## src/rtl/motor_cmd_ctrl.sv

```systemverilog
// ============================================================================
// Module   : motor_cmd_ctrl
// Brief    : Remote-command motor controller with speed ramp, brake,
//            reversal dead time and steering pulses.
// Revision : 1.0
// ============================================================================
`default_nettype none

module motor_cmd_ctrl #(
  parameter int RAMP_DIV     = 4,
  parameter int SPEED_INIT   = 128,
  parameter int SPEED_STEP   = 16,
  parameter int SPEED_MIN    = 32,
  parameter int DEAD_CYCLES  = 8,
  parameter int STEER_CYCLES = 10
) (
  input  logic       clk,
  input  logic       rst_n,
  input  logic       cmd_valid,
  input  logic [7:0] cmd_code,
  output logic       enable,
  output logic       direction,
  output logic [7:0] duty_cycle,
  output logic       drv_rst,
  output logic       steer_left,
  output logic       steer_right,
  output logic [1:0] state,
  output logic       cmd_err
);

  typedef enum logic [1:0] {
    IDLE  = 2'd0,
    RUN   = 2'd1,
    BRAKE = 2'd2,
    DEAD  = 2'd3
  } state_t;

  localparam logic [7:0] CODE_LEFT  = 8'hA2;
  localparam logic [7:0] CODE_RIGHT = 8'hE2;
  localparam logic [7:0] CODE_DEC   = 8'hE0;
  localparam logic [7:0] CODE_INC   = 8'hA8;
  localparam logic [7:0] CODE_START = 8'hC2;
  localparam logic [7:0] CODE_STOP  = 8'h68;
  localparam logic [7:0] CODE_DIV   = 8'h90;
  localparam logic [7:0] CODE_RST   = 8'h8E;

  localparam int RAMP_W  = (RAMP_DIV > 1) ? $clog2(RAMP_DIV) : 1;
  localparam int DEAD_W  = $clog2(DEAD_CYCLES + 1);
  localparam int STEER_W = $clog2(STEER_CYCLES + 1);

  localparam logic [RAMP_W-1:0]  RAMP_LAST  = RAMP_W'(RAMP_DIV - 1);
  localparam logic [DEAD_W-1:0]  DEAD_INIT  = DEAD_W'(DEAD_CYCLES);
  localparam logic [STEER_W-1:0] STEER_INIT = STEER_W'(STEER_CYCLES);
  localparam logic [7:0]         TGT_INIT   = 8'(SPEED_INIT);
  localparam logic [7:0]         TGT_STEP   = 8'(SPEED_STEP);
  localparam logic [7:0]         TGT_MIN    = 8'(SPEED_MIN);
  localparam logic [8:0]         DEC_FLOOR  = 9'(SPEED_STEP + SPEED_MIN);

  state_t              fsm;
  logic [RAMP_W-1:0]   ramp_cnt;
  logic [DEAD_W-1:0]   dead_cnt;
  logic [STEER_W-1:0]  steer_cnt;
  logic [7:0]          target;
  logic                rev_pending;

  logic cmd_left, cmd_right, cmd_dec, cmd_inc, cmd_start;
  logic cmd_stop, cmd_div, cmd_rst, cmd_bad;
  logic tick;
  logic steer_ok;
  logic [8:0] inc_sum;
  logic [7:0] target_inc, target_dec;

  always_comb begin
    cmd_left  = 1'b0;
    cmd_right = 1'b0;
    cmd_dec   = 1'b0;
    cmd_inc   = 1'b0;
    cmd_start = 1'b0;
    cmd_stop  = 1'b0;
    cmd_div   = 1'b0;
    cmd_rst   = 1'b0;
    cmd_bad   = 1'b0;
    if (cmd_valid) begin
      case (cmd_code)
        CODE_LEFT:  cmd_left  = 1'b1;
        CODE_RIGHT: cmd_right = 1'b1;
        CODE_DEC:   cmd_dec   = 1'b1;
        CODE_INC:   cmd_inc   = 1'b1;
        CODE_START: cmd_start = 1'b1;
        CODE_STOP:  cmd_stop  = 1'b1;
        CODE_DIV:   cmd_div   = 1'b1;
        CODE_RST:   cmd_rst   = 1'b1;
        default:    cmd_bad   = 1'b1;
      endcase
    end
  end

  assign tick     = (ramp_cnt == RAMP_LAST);
  assign steer_ok = (fsm != IDLE);
  assign state    = fsm;

  // Target arithmetic is carried at 9 bits so the limits clamp instead of wrapping.
  assign inc_sum    = {1'b0, target} + {1'b0, TGT_STEP};
  assign target_inc = (inc_sum > 9'd255) ? 8'hFF : inc_sum[7:0];
  assign target_dec = ({1'b0, target} < DEC_FLOOR) ? TGT_MIN : (target - TGT_STEP);

  always_ff @(posedge clk or negedge rst_n) begin
    if (!rst_n) begin
      ramp_cnt    <= '0;
      target      <= TGT_INIT;
      steer_cnt   <= '0;
      steer_left  <= 1'b0;
      steer_right <= 1'b0;
      cmd_err     <= 1'b0;
      drv_rst     <= 1'b0;
    end else if (cmd_rst) begin
      ramp_cnt    <= '0;
      target      <= TGT_INIT;
      steer_cnt   <= '0;
      steer_left  <= 1'b0;
      steer_right <= 1'b0;
      cmd_err     <= 1'b0;
      drv_rst     <= 1'b1;
    end else begin
      drv_rst  <= 1'b0;
      cmd_err  <= cmd_bad;
      ramp_cnt <= tick ? '0 : ramp_cnt + RAMP_W'(1);
      if (cmd_inc) begin
        target <= target_inc;
      end else if (cmd_dec) begin
        target <= target_dec;
      end
      if (steer_ok && cmd_left) begin
        steer_left  <= 1'b1;
        steer_right <= 1'b0;
        steer_cnt   <= STEER_INIT;
      end else if (steer_ok && cmd_right) begin
        steer_left  <= 1'b0;
        steer_right <= 1'b1;
        steer_cnt   <= STEER_INIT;
      end else if (steer_cnt != '0) begin
        steer_cnt <= steer_cnt - STEER_W'(1);
        if (steer_cnt == STEER_W'(1)) begin
          steer_left  <= 1'b0;
          steer_right <= 1'b0;
        end
      end
    end
  end

  always_ff @(posedge clk or negedge rst_n) begin
    if (!rst_n) begin
      fsm         <= IDLE;
      enable      <= 1'b0;
      direction   <= 1'b0;
      duty_cycle  <= 8'd0;
      rev_pending <= 1'b0;
      dead_cnt    <= '0;
    end else if (cmd_rst) begin
      fsm         <= IDLE;
      enable      <= 1'b0;
      direction   <= 1'b0;
      duty_cycle  <= 8'd0;
      rev_pending <= 1'b0;
      dead_cnt    <= '0;
    end else begin
      case (fsm)
        IDLE: begin
          if (cmd_start) begin
            fsm    <= RUN;
            enable <= 1'b1;
          end
        end
        RUN: begin
          if (tick) begin
            if (duty_cycle < target) begin
              duty_cycle <= duty_cycle + 8'd1;
            end else if (duty_cycle > target) begin
              duty_cycle <= duty_cycle - 8'd1;
            end
          end
          if (cmd_stop) begin
            fsm         <= BRAKE;
            rev_pending <= 1'b0;
          end else if (cmd_div) begin
            fsm         <= BRAKE;
            rev_pending <= 1'b1;
          end
        end
        BRAKE: begin
          if (cmd_stop) begin
            rev_pending <= 1'b0;
          end
          if (tick) begin
            if (duty_cycle == 8'd0) begin
              enable <= 1'b0;
              // A stop arriving on the final tick still cancels the reversal.
              if (rev_pending && !cmd_stop) begin
                fsm         <= DEAD;
                dead_cnt    <= DEAD_INIT;
                rev_pending <= 1'b0;
              end else begin
                fsm <= IDLE;
              end
            end else begin
              duty_cycle <= duty_cycle - 8'd1;
            end
          end
        end
        DEAD: begin
          if (cmd_stop) begin
            fsm      <= IDLE;
            dead_cnt <= '0;
          end else if (dead_cnt == DEAD_W'(1)) begin
            fsm       <= RUN;
            enable    <= 1'b1;
            direction <= ~direction;
            dead_cnt  <= '0;
          end else begin
            dead_cnt <= dead_cnt - DEAD_W'(1);
          end
        end
      endcase
    end
  end

endmodule

`default_nettype wire
```

## config.mk

```make
export PLATFORM = sky130hd
export DESIGN_NAME = motor_cmd_ctrl
export DESIGN_NICKNAME = d
export VERILOG_FILES = /design/src/rtl/motor_cmd_ctrl.sv
export SDC_FILE = /design/constraint.sdc
export NUM_CORES = 1
export LEC_CHECK = 0
export ABC_AREA = 1
export BUFFER_PORTS_ARGS = -buffer_cell sky130_fd_sc_hd__buf_2
export CELL_PAD_IN_SITES_DETAIL_PLACEMENT = 0
export CELL_PAD_IN_SITES_GLOBAL_PLACEMENT = 1
export CORE_MARGIN = 5
export CORE_UTILIZATION = 40
export DETAILED_ROUTE_END_ITERATION = 10
export PLACE_DENSITY = 0.81
export SKIP_LAST_GASP = 1
export SLEW_MARGIN = 30
export SYNTH_ARGS = -nofsm -noshare
export SYNTH_HDL_FRONTEND = slang
export SYNTH_SLANG_ARGS = --single-unit
```

## constraint.sdc

```tcl
create_clock -name clk -period 4.45 [get_ports clk]
set_input_delay 0.89 -clock clk [delete_from_list [all_inputs] [get_ports clk]]
set_output_delay 0.89 -clock clk [all_outputs]
set_load 0.02 [all_outputs]
```

==> impl_metrics.toml, run 1 <==
[clock_tree]
cts_root_buffer = "clkbuf_8"
clk_latency_ns = 0.28
cts_tree = "yes"
h-tree-depth = 2
clk_pin_slew_ns = 0.06
clock_path_buffers = 2
cts.sinks = 32
postCtsSetupBuffers = 0
cts_resized = 0
cts-buffers-inserted = 5
postCtsHoldBufs = 0

[placement]
dpl_worst_slack_ns = 1.737
port_buffers = 26
gp_congestion = 0.8373
dp_hpwl_um = 4973
dpl_cell_area_mm2 = 0.002846

[setup_path]
crit_arrival_ns = 2.59
crit_fanout = 30
critPathRequiredTime_ns = 4.61
start_kind = "primary input"
path_class = "primary input to register"
end_kind = "register"

[yosys]
synth_top_family_by_area = "simple AND/OR/NAND/NOR gates"
ys_seq_area_share_pct = 29.95
synthSimpleGateAreaFrac_pct = 38.13
ys.flop_type = "dfrtp_1"
muxShareOfSynthArea_pct = 0
syn-cell-area_mm2 = 0.002678
ys_seq_elements = 32
yosys.area_share.xor_xnor_pct = 4.579
synth_area_per_cell_um2 = 6.452
synth.distinct_cells = 26
synthAdderAreaFrac_pct = 8.879
syn_nets = 445
syn_inst = 415
ys_warn_count = 0
synth-edff-count = 0
synth_compound_area_share_pct = 6.916
synthArstFlopShare_pct = 100.0

[layout]
num_antenna_cells = 0
mostFrequentLayoutCells = "nand2_1 (127), inv_1 (67), nand3_1 (53)"
final_common_cell = "nand2_1"
fill_cells = 680
drive_gt1_share_pct = 9.795
synthToLayoutAreaGrowth_pct = 9.673
nNetsFinal = 468
final_area_mm2 = 0.002937

[floorplanning]
core_mm2 = 0.006422
ioPinCount = 27
die_y_um = 91.82
start_util_pct = 41.69
die_area_mm2 = 0.008430
die_x_um = 91.82
rows = 29

[min_path]
hp-class = "register to register"

[sta]
setup_viol = 0
finClkSkew_ns = 0.004466
fmax_mhz = 411.1
rsz0062_at_grt = "false"
timing.setup.tns_ns = 0
worst_slack_ns = 2.018
fin_crit_ns = 2.432
maxSlewViolCount = 0
slew_headroom_pct = 49.56
period_share_pct = 54.66
tightest_slew_ns = 0.7565
hold_violations = 0

[power_and_ir_drop]
total_power_uw = 1943
ir_drop_mv = 0.2641
power_density_mw_per_mm2 = 661.8
p_leak_uw = 0.001664

[grt]
antenna_found_initial = 0
grt_first_pass_wirelength_um = 11360
grtUsageTotal_pct = 16.13
grt_pass1_vias = 2445
grt_max_degree = 33
grt-ovfl-total = 0

[route]
vias = 2556
drc_errors = 0
dr.pass1.iters = 4
wire_per_inst_um = 12.43
initialDrtViolationCount = 183
ant_nets = 0
wirelength_um = 6415
vias_per_cell = 4.953

[run]
cap_violations = 0

[status]
status = "finished, final reports clean"
sequential cells by signal, summed over array words and instances (netlist names):
register	count
cmd_err	1
dead_cnt	4
direction	1
drv_rst	1
duty_cycle	8
enable	1
ramp_cnt	2
rev_pending	1
state	2
steer_cnt	4
steer_left	1
steer_right	1
target	5
path summary, 6_finish.rpt:
path,startpoint,to,slack (ns),depth (start not counted)
setup / recovery,cmd_code[6],duty_cycle[2],2.02,11
hold / removal,enable,enable,0.47,2
setup reg to reg,target[7],duty_cycle[2],2.26,12
hold reg to reg,enable,enable,0.47,2
max in group asynchronous,rst_n,duty_cycle[6],3.28,1
min in group asynchronous,rst_n,dead_cnt[0],0.67,1
power breakdown:
part | leakage, uW | internal (uW) | total, uW | switching [uW]
Combinational | 0.00123 | 423 | 1160 | 740
Clock | 0.0000455 | 126 | 229 | 103
Sequential | 0.000392 | 399 | 552 | 152
cell usage after synthesis, types with 2 or more instances:
cell        n  share of area, %
nand2_1   127                18
inv_1      67               9.4
nand3_1    53               9.9
nor2_1     35               4.9
dfrtp_1    31                29
ha_1       19               8.9
o21ai_0    15               2.8
a21oi_1    11               2.1
nand4_1    11               2.6
xor2_1      9               2.9
nor3_1      5              0.93
xnor2_1     5               1.6
buf_2       4              0.75
clkbuf_1    4              0.56
nor2_2      3              0.70
o21ai_1     3              0.56
buf_6       2              0.84
o21ai_2     2              0.65
or2_2       2              0.47
per-layer routing:
metal  vias up  wire [um]  share of wire [%]  global-route usage (%)
li1       1354          -                  -                       -
met1      1151       3193                 50                   22.36
met2        47       2942                 46                   26.96
met3         4        245                3.8                   2.537
met4         0         33               0.51                   2.723
met5         -          0                  0                       0
critical path: stages:
cell     delay (ns)
buf_2          0.10
inv_1          0.06
nand2_1        0.09
nor2_2         0.14
nand3_2        0.47
nand2_1        0.30
inv_1          0.09
nand3_1        0.10
nand2_2        0.17
nand2_1        0.10
o21ai_1        0.07
layout make-up:
class	count	area [um^2]	area share, %
Tap cell	77	96.34	3.281
Clock buffer	8	90.09	3.068
Multi-Input combinational cell	306	1567	53.34
Inverter	67	251.5	8.564
Sequential cell	32	802.0	27.31
Timing Repair Buffer	26	130.1	4.431
cells by family after synthesis:
group | after synthesis
buffers and inverters | 77
flip-flops | 32
AO/OA/AOI/OAI | 34
adder cells (fa/ha/maj) | 19
XOR/XNOR | 14
AND/OR/NAND/NOR | 239
through the flow:
step	util, %	hold WS (ns)	cells
2_1_floorplan	-	0.4465	415
5_1_grt	45.72	0.4967	516
3_3_place_gp	44.32	0.4522	508
6_report	45.72	0.4679	516
3_5_place_dp	44.32	0.4564	508
4_1_cts	45.72	0.4730	516
Power figures use the tool's default switching activity.
==> run 2, diff against run 1 <==
CORE_UTILIZATION = 38   (was 40)
PLACE_DENSITY = 0.8   (was 0.81)
clock period = 2.2 ns   (was 4.45 ns; I/O delays follow)
==> impl_metrics.toml, run 2 (synthesized netlist as in run 1, its figures left out) <==
[clock_tree]
cts.sinks = 32
postCtsHoldBufs = 0
clk_latency_ns = 0.28
clk_pin_slew_ns = 0.06
cts_root_buffer = "clkbuf_8"
cts-buffers-inserted = 5
clock_path_buffers = 2
h-tree-depth = 2
cts_tree = "yes"

[run]
cap_violations = 0

[layout]
top_regs = "duty_cycle (8), target (5)"
synthToLayoutAreaGrowth_pct = 13.27
final_common_cell = "nand2_1"
drive_gt1_share_pct = 11.61
mostFrequentLayoutCells = "nand2_1 (127), inv_1 (67), nand3_1 (53)"
num_antenna_cells = 0
final_area_mm2 = 0.003033
largest_reg_flops = 8
largest-register = "duty_cycle"
nNetsFinal = 477

[sta]
hold_violations = 0
period_share_pct = 88.92
worst_slack_ns = 0.2439
finClkSkew_ns = 0.004093
rsz0062_at_grt = "false"
tightest_slew_ns = 0.7534
fmax_mhz = 511.2
maxSlewViolCount = 0
fin_crit_ns = 1.956
setup_viol = 0
slew_headroom_pct = 49.77
timing.setup.tns_ns = 0

[grt]
antenna_found_initial = 0
grt_first_pass_wirelength_um = 11410
grtUsageTotal_pct = 15.85
grt-ovfl-total = 0
grt_pass1_vias = 2539
grt_max_degree = 33

[placement]
port_buffers = 26
dpl_cell_area_mm2 = 0.002938
gp_congestion = 0.8748
dp_hpwl_um = 5127
dpl_worst_slack_ns = 0.1969

[floorplanning]
ioPinCount = 27
rows = 30
die_x_um = 93.94
start_util_pct = 39.19
die_area_mm2 = 0.008825
die_y_um = 93.94
core_mm2 = 0.006832

[status]
status = "finished, final reports clean"

[setup_path]
reg2reg_from = "target[7]"
critPathMaxStageDelay_ns = 0.53
slowest_stage = "dfstp_2"
critPathRequiredTime_ns = 2.41
r2r_end = "duty_cycle[4]"
r2r_slack_ns = 0.24
startpoint = "target[7]"
rr_worst_depth = 12
crit_path_end = "duty_cycle[4]"
end_kind = "register"
cpMostUsedCell = "nand2_1"
path_cells = "inv_1, ha_1, nand2_1, inv_1, nand3_1, inv_1, nand2_1, nand2_1, nand3_1, nand2_4, nand2_1, o21ai_2"
start_kind = "register"
crit_fanout = 13
path_class = "register to register"
crit_arrival_ns = 2.16

[route]
drc_errors = 0
ant_nets = 0
vias = 2613
wire_per_inst_um = 11.82
dr.pass1.iters = 4
initialDrtViolationCount = 108
wirelength_um = 6432
vias_per_cell = 4.803

[power_and_ir_drop]
power_density_mw_per_mm2 = 1328
total_power_uw = 4028
ir_drop_mv = 0.3945
p_leak_uw = 0.001707

[min_path]
hp-class = "primary input to asynchronous set/reset pin"
-- run 2: critical path: cells and delay by family, from the launching register on --
kind            cells  cell delay (ns)
simple gates        7             0.71
flops               1             0.53
fa+ha+maj           1             0.31
buf+inv             3             0.28
compound gates      1             0.06
-- run 2: layout make-up --
type,count,area [um^2]
clock buffers,8,90.09
fillers,739,3799
inverters,67,251.5
multi-input cells,306,1572
flip-flops and latches,32,802.0
well taps,96,120.1
repair buffers,35,197.7
-- run 2: per-layer routing --
metal | track usage [%] | share of wire (%) | vias to the layer above
li1 | - | - | 1373
met3 | 2.965 | 4.4 | 4
met4 | 2.527 | 0.62 | 0
met5 | 0 | 0 | -
met1 | 21.34 | 48 | 1186
met2 | 26.79 | 47 | 50
-- run 2: power by group --
group	total [uW]	switching, uW	leakage [uW]	internal [uW]
clock network	461	206	0.0000455	255
logic	2510	1560	0.00127	951
registers	1050	245	0.000392	809
-- run 2: worst min-delay path by stage --
stage / start / end / slack, ns / cells past startpoint
after floorplan: rst_n / cmd_err / 0.14 / 0
after global placement: target[7] / target[7] / 0.46 / 2
after detailed placement: target[7] / target[7] / 0.46 / 2
after CTS: rst_n / dead_cnt[2] / 0.26 / 1
after global routing: rst_n / dead_cnt[2] / 0.30 / 1
final: rst_n / dead_cnt[2] / 0.23 / 1
-- run 2: timing repair --
item | 4_1_cts | 5_1_grt
setup buffers | 0 | 0
gates resized for setup | 0 | 1
setup endpoints to repair | 0 | 2
-- run 2: stage by stage --
| stage | hold slack (ns) | instances | util [%] |
|---|---|---|---|
| 3_3_place_gp | 0.4550 | 536 | 43.00 |
| 4_1_cts | 0.2571 | 544 | 44.32 |
| 3_5_place_dp | 0.4632 | 536 | 43.00 |
| 6_report | 0.2285 | 544 | 44.40 |
| 2_1_floorplan | 0.1444 | 415 | - |
| 5_1_grt | 0.2951 | 544 | 44.40 |
==> run 3, diff against run 2 <==
PLACE_DENSITY = 0.73   (was 0.8)
==> impl_metrics.toml, run 3 (synthesized netlist as in run 1, its figures left out) <==
[status]
status = "finished, final reports clean"

[clock_tree]
cts_tree = "yes"
cts.sinks = 32
cts_root_buffer = "clkbuf_8"
clk_latency_ns = 0.29
clk_pin_slew_ns = 0.07
h-tree-depth = 2
cts-buffers-inserted = 5
clock_path_buffers = 2
postCtsSetupBuffers = 0

[floorplanning]
die_area_mm2 = 0.008825
start_util_pct = 39.19
die_x_um = 93.94
core_mm2 = 0.006832
die_y_um = 93.94
rows = 30
ioPinCount = 27

[setup_path]
end_kind = "register"
start_kind = "register"
crit_arrival_ns = 2.21
path_class = "register to register"
critPathRequiredTime_ns = 2.42
reg2reg_from = "target[7]"
crit_fanout = 13
startpoint = "target[7]"

[sta]
maxSlewViolCount = 0
timing.setup.tns_ns = 0
worst_slack_ns = 0.2112
tightest_slew_ns = 0.7531
slew_headroom_pct = 49.80
fin_crit_ns = 1.989
rsz0062_at_grt = "true"
setup_viol = 0
fmax_mhz = 502.8
hold_violations = 0
finClkSkew_ns = 0.002348
period_share_pct = 90.40
hold_slack_ns = 0.2184

[layout]
mostFrequentLayoutCells = "nand2_1 (127), inv_1 (67), nand3_1 (52)"
fill_cells = 749
final_util_pct = 44.95
top_regs = "duty_cycle (8), target (5)"
drive_gt1_share_pct = 12.44
final_common_cell = "nand2_1"
nNetsFinal = 479
synthToLayoutAreaGrowth_pct = 14.67
num_antenna_cells = 0
largest-register = "duty_cycle"
largest_reg_flops = 8

[grt]
grt-ovfl-total = 0
grtUsageTotal_pct = 16.06
antenna_found_initial = 0
grt_pass1_vias = 2442
grt_first_pass_wirelength_um = 11340
grt_max_degree = 33

[route]
vias = 2626
dr.pass1.iters = 4
wirelength_um = 6579
initialDrtViolationCount = 126
drc_errors = 0
wire_per_inst_um = 12.05
ant_nets = 0
vias_per_cell = 4.810

[placement]
dpl_worst_slack_ns = 0.1794
gp_congestion = 0.8156
dp_hpwl_um = 5213
port_buffers = 26

[run]
cap_violations = 0

[power_and_ir_drop]
power_density_mw_per_mm2 = 1356
p_leak_uw = 0.001730
ir_drop_mv = 0.4312

[min_path]
hp-class = "primary input to asynchronous set/reset pin"
[run 3: cell type report]
| class | instances | area [um^2] | area share (%) |
|---|---|---|---|
| flip-flops and latches | 32 | 802.0 | 26.12 |
| clock buffers | 6 | 72.57 | 2.363 |
| well taps | 96 | 120.1 | 3.912 |
| inverters | 67 | 251.5 | 8.191 |
| multi-input cells | 306 | 1577 | 51.34 |
| repair buffers | 37 | 212.7 | 6.927 |
| clock inverters | 2 | 35.03 | 1.141 |
[run 3: through the flow]
step | area [um^2] | power [uW] | instances
2_1_floorplan | 2678 | 2918 | 415
3_3_place_gp | 2953 | 3599 | 538
3_5_place_dp | 2953 | 3595 | 538
4_1_cts | 3060 | 4185 | 546
5_1_grt | 3070 | 4629 | 546
6_report | 3070 | 4164 | 546
[run 3: power breakdown]
part | switching [uW] | internal (uW)
Combinational | 1590 | 963
Sequential | 233 | 809
Clock | 232 | 336
[run 3: metal layers]
| metal | up-vias | part of all wire (%) | global-route usage [%] |
|---|---|---|---|
| li1 | 1384 | - | - |
| met3 | 4 | 4.8 | 2.885 |
| met2 | 50 | 45 | 26.32 |
| met4 | 0 | 0.78 | 4.573 |
| met1 | 1188 | 49 | 21.58 |
| met5 | - | 0 | 0 |
[run 3: final timing paths]
check,end,slack (ns),depth (start not counted)
worst min register to register,target[7],0.47,2
max in group asynchronous,steer_cnt[0],1.51,1
worst max register to register,duty_cycle[4],0.21,12
worst max-delay path,duty_cycle[4],0.21,12
min in group clk,target[7],0.47,2
worst min-delay path,dead_cnt[3],0.22,1
[run 3: worst max-delay path, stage by stage, from the launching register on]
cell,delay [ns]
dfstp_2,0.53
inv_1,0.11
ha_1,0.31
nand2_1,0.06
inv_1,0.10
nand3_1,0.10
inv_1,0.08
nand2_1,0.10
nand2_1,0.10
nand3_1,0.11
nand2_4,0.18
nand2_1,0.08
o21ai_2,0.06
[run 3: timing repair]
item                                    in CTS  in global routing
gates resized for setup                      0                  2
endpoints found under the setup margin       0                  7
hold buffers                                 0                  0
